File: config.mk
export PLATFORM = sky130hd
export DESIGN_NAME = fifo_rd_cntrl
export DESIGN_NICKNAME = d
export VERILOG_FILES = /design/src/rtl/fifo_rd_cntrl_pkg.sv /design/src/rtl/gray2bin.sv /design/src/rtl/fifo_rd_cntrl.sv
export SDC_FILE = /design/constraint.sdc
export NUM_CORES = 1
export LEC_CHECK = 0
export ABC_AREA = 1
export CORE_MARGIN = 2
export CORE_UTILIZATION = 30
export CTS_CLUSTER_DIAMETER = 150
export DETAILED_ROUTE_END_ITERATION = 10
export GPL_TIMING_DRIVEN = 0
export PLACE_DENSITY = 0.62
export SLEW_MARGIN = 0
export SYNTH_ARGS = -nofsm -noshare
export SYNTH_HDL_FRONTEND = slang
export SYNTH_SLANG_ARGS = --single-unit
File: constraint.sdc
create_clock -name rclk -period 1.95 [get_ports rclk]
set_input_delay 0.39 -clock rclk [delete_from_list [all_inputs] [get_ports rclk]]
set_output_delay 0.39 -clock rclk [all_outputs]
set_load 0.1 [all_outputs]
File: src/rtl/fifo_rd_cntrl_pkg.sv
// -----------------------------------------------------------------------------
// fifo_rd_cntrl_pkg
// Shared asynchronous-FIFO package, used by both the read-side and the
// write-side controllers.
//   - DATA_WIDTH_DEF / ADDR_SIZE_DEF : default data width and address width
//   - ptr_wide_t                     : 32-bit container for the pointer helpers
//   - bin_to_gray / gray_to_bin      : pointer code conversions
// The helpers work on a 32-bit container, so one pair of functions serves
// every pointer width. Callers zero-extend their operand and then truncate
// the result. Leading zeros do not change either conversion.
// -----------------------------------------------------------------------------
package fifo_rd_cntrl_pkg;

    localparam int DATA_WIDTH_DEF = 8;
    localparam int ADDR_SIZE_DEF  = 3;
    localparam int PTR_W_MAX      = 32;

    typedef logic [PTR_W_MAX-1:0] ptr_wide_t;

    function automatic ptr_wide_t bin_to_gray(input ptr_wide_t bin);
        return bin ^ (bin >> 1);
    endfunction

    // Prefix XOR from the MSB down. Doubling the shift distance covers
    // 32 bits in five steps.
    function automatic ptr_wide_t gray_to_bin(input ptr_wide_t gray);
        ptr_wide_t bin;
        bin = gray;
        for (int s = 1; s < PTR_W_MAX; s = s * 2) begin
            bin = bin ^ (bin >> s);
        end
        return bin;
    endfunction

endpackage

File: src/rtl/gray2bin.sv
// -----------------------------------------------------------------------------
// gray2bin
// Purely combinational Gray-to-binary converter, parameterised by width.
//   gray_i : Gray-coded input  [WIDTH-1:0]
//   bin_o  : binary equivalent [WIDTH-1:0]
// -----------------------------------------------------------------------------
module gray2bin
    import fifo_rd_cntrl_pkg::*;
#(
    parameter int WIDTH = ADDR_SIZE_DEF + 1
) (
    input  logic [WIDTH-1:0] gray_i,
    output logic [WIDTH-1:0] bin_o
);

    assign bin_o = WIDTH'(gray_to_bin(ptr_wide_t'(gray_i)));

endmodule

File: src/rtl/fifo_rd_cntrl.sv
// -----------------------------------------------------------------------------
// fifo_rd_cntrl
// Read-side controller of an asynchronous FIFO, clocked by rclk only.
// It drives the read address into an external memory and registers the word
// it reads into a valid/ready output stage.
//   rclk      : read-domain clock
//   RST       : asynchronous active-high reset; release must be synchronous
//               to rclk at system level
//   rq2_wptr  : Gray write pointer, already synchronised into rclk
//   mem_rdata : combinational memory read data at raddr
//   rd_ready  : consumer accepts rd_data this cycle
//   raddr     : memory read address (low bits of the binary read pointer)
//   rptr      : registered Gray read pointer, for the write domain
//   rempty    : registered storage-empty flag
//   rd_data   : registered output word
//   rd_valid  : rd_data holds an unconsumed word
//   rd_count  : registered storage occupancy, excluding the word in rd_data
// -----------------------------------------------------------------------------
module fifo_rd_cntrl
    import fifo_rd_cntrl_pkg::*;
#(
    parameter int DATA_WIDTH = DATA_WIDTH_DEF,
    parameter int ADDR_SIZE  = ADDR_SIZE_DEF
) (
    input  logic                  rclk,
    input  logic                  RST,
    input  logic [ADDR_SIZE:0]    rq2_wptr,
    input  logic [DATA_WIDTH-1:0] mem_rdata,
    input  logic                  rd_ready,
    output logic [ADDR_SIZE-1:0]  raddr,
    output logic [ADDR_SIZE:0]    rptr,
    output logic                  rempty,
    output logic [DATA_WIDTH-1:0] rd_data,
    output logic                  rd_valid,
    output logic [ADDR_SIZE:0]    rd_count
);

    localparam int PTR_W = ADDR_SIZE + 1;

    logic [PTR_W-1:0]      rbin_q, rbin_d;
    logic [PTR_W-1:0]      rptr_q, rptr_d;
    logic [PTR_W-1:0]      rd_count_q, rd_count_d;
    logic                  rempty_q, rempty_d;
    logic                  rd_valid_q, rd_valid_d;
    logic [DATA_WIDTH-1:0] rd_data_q, rd_data_d;
    logic [PTR_W-1:0]      wbin;
    logic                  pop;

    gray2bin #(
        .WIDTH (PTR_W)
    ) u_wptr_g2b (
        .gray_i (rq2_wptr),
        .bin_o  (wbin)
    );

    // Pop whenever storage holds a word and the output stage is free or is
    // being drained this cycle. This sustains one word per cycle under
    // continuous rd_ready.
    assign pop = !rempty_q && (!rd_valid_q || rd_ready);

    // NOTE: every signal driven here gets a default first, so no path leaves
    // a variable unassigned and no latch is inferred.
    always_comb begin
        rbin_d     = rbin_q + PTR_W'(pop);
        rptr_d     = PTR_W'(bin_to_gray(ptr_wide_t'(rbin_d)));
        rempty_d   = (rptr_d == rq2_wptr);
        // Modulo subtraction keeps the count correct across pointer wrap.
        // It reads DEPTH when the write pointer is a full lap ahead.
        rd_count_d = wbin - rbin_d;
        rd_data_d  = rd_data_q;
        rd_valid_d = rd_valid_q;
        if (pop) begin
            rd_data_d  = mem_rdata;
            rd_valid_d = 1'b1;
        end else if (rd_ready) begin
            rd_valid_d = 1'b0;
        end
    end

    // NOTE: state registers use non-blocking assignments, so every flop
    // samples pre-edge values regardless of block evaluation order.
    always_ff @(posedge rclk or posedge RST) begin
        if (RST) begin
            rbin_q     <= '0;
            rptr_q     <= '0;
            rd_count_q <= '0;
            rempty_q   <= 1'b1;
            rd_valid_q <= 1'b0;
            rd_data_q  <= '0;
        end else begin
            rbin_q     <= rbin_d;
            rptr_q     <= rptr_d;
            rd_count_q <= rd_count_d;
            rempty_q   <= rempty_d;
            rd_valid_q <= rd_valid_d;
            rd_data_q  <= rd_data_d;
        end
    end

    assign raddr    = rbin_q[ADDR_SIZE-1:0];
    assign rptr     = rptr_q;
    assign rempty   = rempty_q;
    assign rd_data  = rd_data_q;
    assign rd_valid = rd_valid_q;
    assign rd_count = rd_count_q;

endmodule

; ---- Word level (Yosys, flattened, before mapping)
; Index checks and enable logic that the tools add are counted.
[totals]
ff_bits = 22
mem_bits_ro = 0
ram_bits = 0
latchBits = 0
word_cells = 22
memories = 0
[classes]
muxes = 2
div = 0
shift = 0
bitwise_logic = 6
n_eq_ne = 1
multipliers = 0
order_cmp = 0
addsub = 2
n_reduce_logical = 5
[op_table]
columns = op, count
row1 = "20-bit XOR, second input constant", 1
row2 = 4-bit by 3-bit XOR with 4-bit output, 2
row3 = 4-bit by 1-bit adder with 4-bit output, 1
row4 = 4-bit == test, 1
row5 = 4-bit subtractor, 1
row6 = "4-bit by 1-bit XOR with 4-bit output, second input constant", 1
row7 = 4-bit by 2-bit XOR with 4-bit output, 1
row8 = 4-bit XOR, 1
row9 = 1-bit logical NOT, 2
row10 = 1-bit two-way mux, 2
row11 = 2-bit nonzero test, 1
row12 = 1-bit logical AND, 1
row13 = 1-bit logical OR, 1

; ---- Logic depth before layout (Yosys ltp)
; Gate-level depths: netlist of the first run.
[depth]
word_depth = 6
depth_mapped = 14

; ---- Modules after synthesis
; A second synthesis of the first run with hierarchy kept.
[unflattened]
hier_cells = 153
area_unflattened_um2 = 1132.3
[modules_own_cells]
columns = mod, seq_area_each_um2, area_each_um2, cells_each, instances
row1 = fifo_rd_cntrl, 526.8, 1042.2, 132, 1
row2 = gray2bin, 0.0, 90.1, 21, 1

; ---- Worst setup path before layout of the first run
; No wires, ideal clock.
[synth_path]
path_type = register to register
start = register rd_valid_q (netlist: rd_valid)
end = register rd_count_q[2] (netlist: rd_count[2])
required_ps = 1828
stages_incl_launch_ff = 11
setup_ps = 122
slack_ps = -504
arrival_time_ps = 2332
path_buffers = 0
path_cell_list = dfrtp_1 -> a21oi_2 -> ha_1 -> ha_1 -> inv_1 -> nand2_2 -> nand2_2 -> ha_1 -> inv_1 -> nand2_1 -> xnor2_1
[synth_between]
elab_chain_len = 5
[synth_lines]
columns = item, line_no
row1 = "start, declared", fifo_rd_cntrl.sv:44  ; logic rd_valid_q, rd_valid_d;
row2 = "start signal, assigned", fifo_rd_cntrl.sv:95  ; rd_valid_q <= rd_valid_d;
row3 = 1-bit logical NOT, fifo_rd_cntrl.sv:59  ; assign pop = !rempty_q && (!rd_valid_q || rd_ready);
row4 = 1-bit logical OR, fifo_rd_cntrl.sv:59
row5 = 1-bit logical AND, fifo_rd_cntrl.sv:59
row6 = named net pop, fifo_rd_cntrl.sv:47  ; logic pop;
row7 = 4-bit by 1-bit adder with 4-bit output, fifo_rd_cntrl.sv:64  ; rbin_d = rbin_q + PTR_W'(pop);
row8 = 4-bit subtractor, fifo_rd_cntrl.sv:69  ; rd_count_d = wbin - rbin_d;
row9 = named net rd_count_d[2], fifo_rd_cntrl.sv:42  ; logic [PTR_W-1:0] rd_count_q, rd_count_d;
row10 = "end signal, assigned", fifo_rd_cntrl.sv:93  ; rd_count_q <= rd_count_d;
row11 = "end, declared", fifo_rd_cntrl.sv:42
; The timed path passes the listed nets, and every way through them passes these cells.
; A chain may end at the register's enable or synchronous reset.

; ---- Worst setup path after layout of the first run
[layout_path]
start = register rd_data_q[3] (netlist: rd_data[3])
end = output port rd_data[3]
[layout_lines]
columns = item, line_no
row1 = "start, declared", fifo_rd_cntrl.sv:45  ; logic [DATA_WIDTH-1:0] rd_data_q, rd_data_d;
row2 = "start signal, assigned", fifo_rd_cntrl.sv:96  ; rd_data_q <= rd_data_d;
row3 = "end, declared", fifo_rd_cntrl.sv:33  ; output logic [DATA_WIDTH-1:0] rd_data,
; No word-level cell between the ends.

==> results.toml, run 1 <==
[status]
outcome = "finished clean"

[logic_synthesis]
synth_seq_cells = 21
synth_xor_area_share_pct = 7.545
synthCells = 124
synth_simple_gate_area_share_pct = 29.10
synthAdderAreaFrac_pct = 5.988
syn_area_per_cell_um2 = 8.425
ys_seq_area_share_pct = 50.42
yosys_warnings = 0
synth_nets = 144
synth.cell_area_mm2 = 0.001045
synth_compound_area_share_pct = 0.8383
synth_top_family_by_area = "simple AND/OR/NAND/NOR gates"
ys_types = 14
muxShareOfSynthArea_pct = 0

[sta]
fin_crit_ns = 1.897
period_share_pct = 97.27
maxSlewHeadroom_pct = 36.54
setup_viol = 0
holdWs_ns = 0.3596
report.final.hold_viol_count = 0
fin_skew_ns = 0.002974
timing.fmax_ghz = 0.5272
slew_violations = 0
setup_tns_ns = 0
rsz0062_at_grt = "yes"
tightest_slew_ns = 0.9558

[clock_tree]
max-clock-path-buffers = 2
cts_made_buffers = 3
cts_root_buf = "clkbuf_4"
path_clk_slew_ns = 0.10
clk-insertion-delay-late_ns = 0.30
ctsHoldBuffers = 0
cts_tree = "built"
cts.sinks = 21
htreeDepth = 1

[grt]
busiest_layer = "met2"
grt_overflow = 0
grt_max_degree = 22
grt_pass1_wl_um = 3525
antenna_found_initial = 0
grt_use_met3_pct = 3.063
grt_pass1_vias = 870
globalRouteMet1Util_pct = 12.07
gr-usage-all-layers_pct = 11.08
grt_util_met2_pct = 19.81

[placement]
place.gp.congestion = 0.7800
hpwl_um = 1680
place.port_buffers = 35

[critical_path]
critPathMaxFanout = 2
rrSetupSlack_ns = 0.11
timing.critical_path.buf_inv = 1
crit_chain = "dlygate4sd2_1"
critical-path-max-stage-delay_ns = 0.85
reg2reg_from = "rempty$_DFF_PP1_"
cp-start-kind = "flip-flop"
setup.worst_path.class = "reg2out"
arrival_ns = 1.51
crit_family = "buffers and inverters"
crit_slowest_cell = "dlygate4sd2_1"
regToRegEndpoint = "rd_count[3]$_DFF_PP0_"
r2r.worst_path.cells = 13
required_ns = 1.56
end_kind = "primary output"

[worst_hold_path]
hold_end = "rd_valid$_DFFE_PP0P_"
hp-start = "rd_ready"
hold_depth = 4
holdCritPathClass = "in2reg"

[layout]
areaGrowthSynthToFinish_pct = 50.66
fin_nets = 190
drive_above_1_share_pct = 23.67
final_util_pct = 47.17
antenna_cells = 0

[routing]
vias = 908
finalWirelength_um = 2122
ant_nets = 0
avgViaCountPerCell = 4.223
drc = 0
firstDrtPassIters = 4
dr.first_iter.drc_count = 13
wl_per_cell_um = 9.870

[die]
dieHeight_um = 63.01
core-area_mm2 = 0.003337
rows = 21
start_util_pct = 31.31
die-area_mm2 = 0.003970
ios = 36
die_x_um = 63.01

[job]
maxCapViolCount = 0
layout by cell type (no fill, tap or decap), drive strengths merged:
| cell | count |
|---|---|
| buf | 6 |
| xor2 | 6 |
| ha | 5 |
| inv | 17 |
| clkdlybuf4s50 | 12 |
| nand4 | 1 |
| nor2 | 6 |
| a21oi | 1 |
| nand2 | 58 |
| dfrtp | 20 |
| dlymetal6s2s | 2 |
| dfstp | 1 |
| xnor2 | 3 |
| nand3 | 6 |
| clkbuf | 5 |
| clkdlybuf4s15 | 8 |
| dlygate4sd2 | 12 |
kinds of logic (layout without fill, tap and decap cells):
logic type	Yosys count	in the layout
DFF	21	21
xor gates and xnor gates	9	9
buffers and inverters	17	62
and+or+nand+nor	71	71
AOI/OAI and AO/OA	1	1
adders and majority gates	5	5
sequential cells by signal (all words and copies together), names as in the netlist:
| name | count |
|---|---|
| rd_data | 8 |
| rbin_q | 4 |
| rd_count | 4 |
| rptr | 3 |
| rd_valid | 1 |
| rempty | 1 |
what timing repair did:
item	4_1_cts	5_1_grt
setup endpoints to repair	24	7
gates resized for setup	32	12
pin swaps	1	13
hold endpoints to repair	0	0
buffers inserted	1	5
layout make-up:
cell class                      instances  area, um^2
Tap cell                               46       57.56
Clock buffer                            4       26.28
Sequential cell                        21       535.5
Timing Repair Buffer                   41       386.6
Inverter                               17       63.81
Fill cell                             341        1763
Multi-Input combinational cell         86       504.2
metrics by stage:
stage / area, um^2 / worst slack (ns) / std cells
finish: 1574 / 0.05330 / 215
CTS: 1515 / 0.01849 / 210
global placement: 1494 / -0.4052 / 205
global route: 1574 / -0.05679 / 215
detailed placement: 1494 / -0.4463 / 205
floorplan: 1086 / -0.05211 / 124
layer usage:
| metal | share of wire, % | vias to the layer above | routed length [um] |
|---|---|---|---|
| li1 | - | 463 | - |
| met1 | 43 | 413 | 909 |
| met2 | 50 | 28 | 1068 |
| met3 | 5.6 | 4 | 119 |
| met4 | 1.2 | 0 | 25 |
| met5 | 0 | - | 0 |
how the worst max path moves through the flow:
stage | from | end | slack (ns) | cells past startpoint
global route | rempty$_DFF_PP1_ | rd_count[3]$_DFF_PP0_ | -0.06 | 13
global placement | rd_ready | rempty$_DFF_PP1_ | -0.41 | 9
CTS | rd_data[0]$_DFFE_PP0P_ | rd_data[0] | 0.02 | 1
floorplan | rempty$_DFF_PP1_ | rd_count[2]$_DFF_PP0_ | -0.05 | 10
finish | rd_data[3]$_DFFE_PP0P_ | rd_data[3] | 0.05 | 1
detailed placement | rd_ready | rd_count[3]$_DFF_PP0_ | -0.45 | 14
cells in the mapped netlist (all sizes together):
master   n  area, um^2
dfrtp   20       500.5
nor2     6       22.52
a21oi    1       8.760
nand2   58       240.2
nand3    6       35.03
dfstp    1       26.28
xnor2    3       26.28
xor2     6       52.55
nand4    1       6.260
ha       5       62.56
inv     17       63.81
Power of run 1 is left out: the tool's default activity adds up to more than one toggle a clock period on the data nets, which glitch-free logic cannot reach.
==> run 2, diff against run 1 <==
CELL_PAD_IN_SITES_DETAIL_PLACEMENT = 2   (was not set)
CELL_PAD_IN_SITES_GLOBAL_PLACEMENT = 2   (was not set)
CORE_UTILIZATION = 22   (was 30)
PLACE_DENSITY = 0.76   (was 0.62)
==> run 2 against run 1 <==
  * Sequential cell count did not move
  * Sequential share of layout area down 2.1 points
  * Fmax shrank 1.7%
  * First-iteration DRC count grew 62%
  * Critical endpoint is now rd_valid
==> results.toml, run 2 (same netlist as run 1, synthesis figures left out) <==
[status]
outcome = "finished clean"

[grt]
grt_pass1_vias = 1095
gr-usage-all-layers_pct = 12.23
antenna_found_initial = 0
grt_overflow = 0
grt_max_degree = 22
grt_pass1_wl_um = 5023

[sta]
maxSlewHeadroom_pct = 34.33
slew_violations = 0
setup_tns_ns = 0
report.final.hold_viol_count = 0
rsz0062_at_grt = "yes"
period_share_pct = 98.96
setup_viol = 0
tightest_slew_ns = 0.9890
timing.fmax_ghz = 0.5182
fin_skew_ns = 0.003571
fin_crit_ns = 1.930

[critical_path]
r2r.worst_path.cells = 10
timing.critical_path.buf_inv = 1
crit_slowest_cell = "clkdlybuf4s15_1"
end_kind = "primary output"
setup.worst_path.class = "reg2out"
critPathMaxFanout = 3
critical-path-max-stage-delay_ns = 0.83
rrSetupSlack_ns = 0.06
reg2reg_from = "rempty$_DFF_PP1_"
regToRegEndpoint = "rd_count[2]$_DFF_PP0_"
crit_chain = "clkdlybuf4s15_1"
crit_family = "buffers and inverters"
required_ns = 1.56
arrival_ns = 1.54
cp-start-kind = "flip-flop"

[worst_hold_path]
holdCritPathClass = "reg2reg"
hp-start = "rd_data[6]$_DFFE_PP0P_"
hold_end = "rd_data[6]$_DFFE_PP0P_"
hold_depth = 2

[die]
die_x_um = 72.91
dieHeight_um = 72.91
start_util_pct = 22.42
rows = 25
die-area_mm2 = 0.005316
ios = 36
core-area_mm2 = 0.004661

[clock_tree]
cts.sinks = 21
htreeDepth = 1
cts_made_buffers = 3
clk-insertion-delay-late_ns = 0.27
cts_tree = "built"
max-clock-path-buffers = 2
path_clk_slew_ns = 0.08
cts_root_buf = "clkbuf_8"

[layout]
final_cells = 226
final_common_cell = "nand2_1"
antenna_cells = 0
areaGrowthSynthToFinish_pct = 60.72
final_cell_mix = "nand2_1, dlygate4sd2_1, dfrtp_1"
final_cell_area_mm2 = 0.001679
fin_nets = 193
drive_above_1_share_pct = 29.65
largest_reg_flops = 8

[routing]
finalWirelength_um = 3132
dr.first_iter.drc_count = 21
firstDrtPassIters = 4
vias = 967
avgViaCountPerCell = 4.279
ant_nets = 0
wl_per_cell_um = 13.86
drc = 0

[placement]
dpl-instance-area_mm2 = 0.001504
place.port_buffers = 35
place.gp.congestion = 0.7826
dp.cells = 213
hpwl_um = 2362

[job]
maxCapViolCount = 0
[run 2: cell count changes in the layout (fill, tap and decap cells not counted), moves of 2 or more]
| cell | previous run | this run |
|---|---|---|
| buf_4 | 6 | 9 |
| clkdlybuf4s50_1 | 12 | 10 |
| clkdlybuf4s15_2 | 5 | 2 |
| nand2_4 | 0 | 6 |
| clkbuf_4 | 3 | 0 |
| inv_1 | 13 | 11 |
| ha_2 | 0 | 2 |
| clkbuf_8 | 0 | 3 |
| ha_1 | 3 | 1 |
| dlygate4sd2_1 | 12 | 18 |
| nand2_1 | 46 | 41 |
[run 2: layout make-up]
class / count / area [um^2]
Multi-Input combinational cell: 86 / 566.8
Inverter: 17 / 66.31
Sequential cell: 21 / 535.5
Tap cell: 54 / 67.56
Timing Repair Buffer: 44 / 397.9
Clock buffer: 4 / 45.04
Fill cell: 529 / 2982
[run 2: worst max-delay path by stage]
stage	slack (ns)	depth (start not counted)	from	end
floorplan	-0.05	10	rempty$_DFF_PP1_	rd_count[2]$_DFF_PP0_
global placement	-0.46	9	rd_ready	rempty$_DFF_PP1_
detailed placement	-0.54	9	rd_ready	rempty$_DFF_PP1_
CTS	0.005	1	rd_valid$_DFFE_PP0P_	rd_valid
global route	-0.08	13	rq2_wptr[2]	rd_count[3]$_DFF_PP0_
finish	0.02	1	rd_valid$_DFFE_PP0P_	rd_valid
[run 2: per-layer routing]
metal / wire (um) / vias up / global-route usage, % / share of wire (%)
met5: 0 / - / 0 / 0
met2: 1607 / 27 / 21.52 / 51
met3: 126 / 5 / 1.796 / 4.0
met1: 1352 / 472 / 14.91 / 43
met4: 45 / 0 / 4.938 / 1.4
li1: - / 463 / - / -
[run 2: timing repair]
item / CTS / global route
gates cloned: 0 / 0
buffers inserted: 4 / 5
hold buffers: 0 / 0
setup endpoints to repair: 25 / 4
resized for setup: 33 / 26
pin swaps: 7 / 13
[run 2: worst register-to-register path, delay by kind of cell, from the launching register on]
family	cells	cell delay (ns)
AOI/OAI and AO/OA	1	0.05
and+or+nand+nor	3	0.17
buffers and inverters	2	0.11
xor gates and xnor gates	1	0.14
adders and majority gates	3	0.66
DFF	1	0.64
[run 2: stage by stage]
stage / setup slack (ns) / util (%) / hold WS [ns]
floorplan: -0.05211 / - / 0.3657
finish: 0.02033 / 36.03 / 0.4706
global route: -0.08091 / 36.03 / 0.5219
global placement: -0.4587 / 32.27 / 0.4536
detailed placement: -0.5423 / 32.27 / 0.4669
CTS: 0.005326 / 33.64 / 0.4810
Power of run 2 is left out for the same reason.
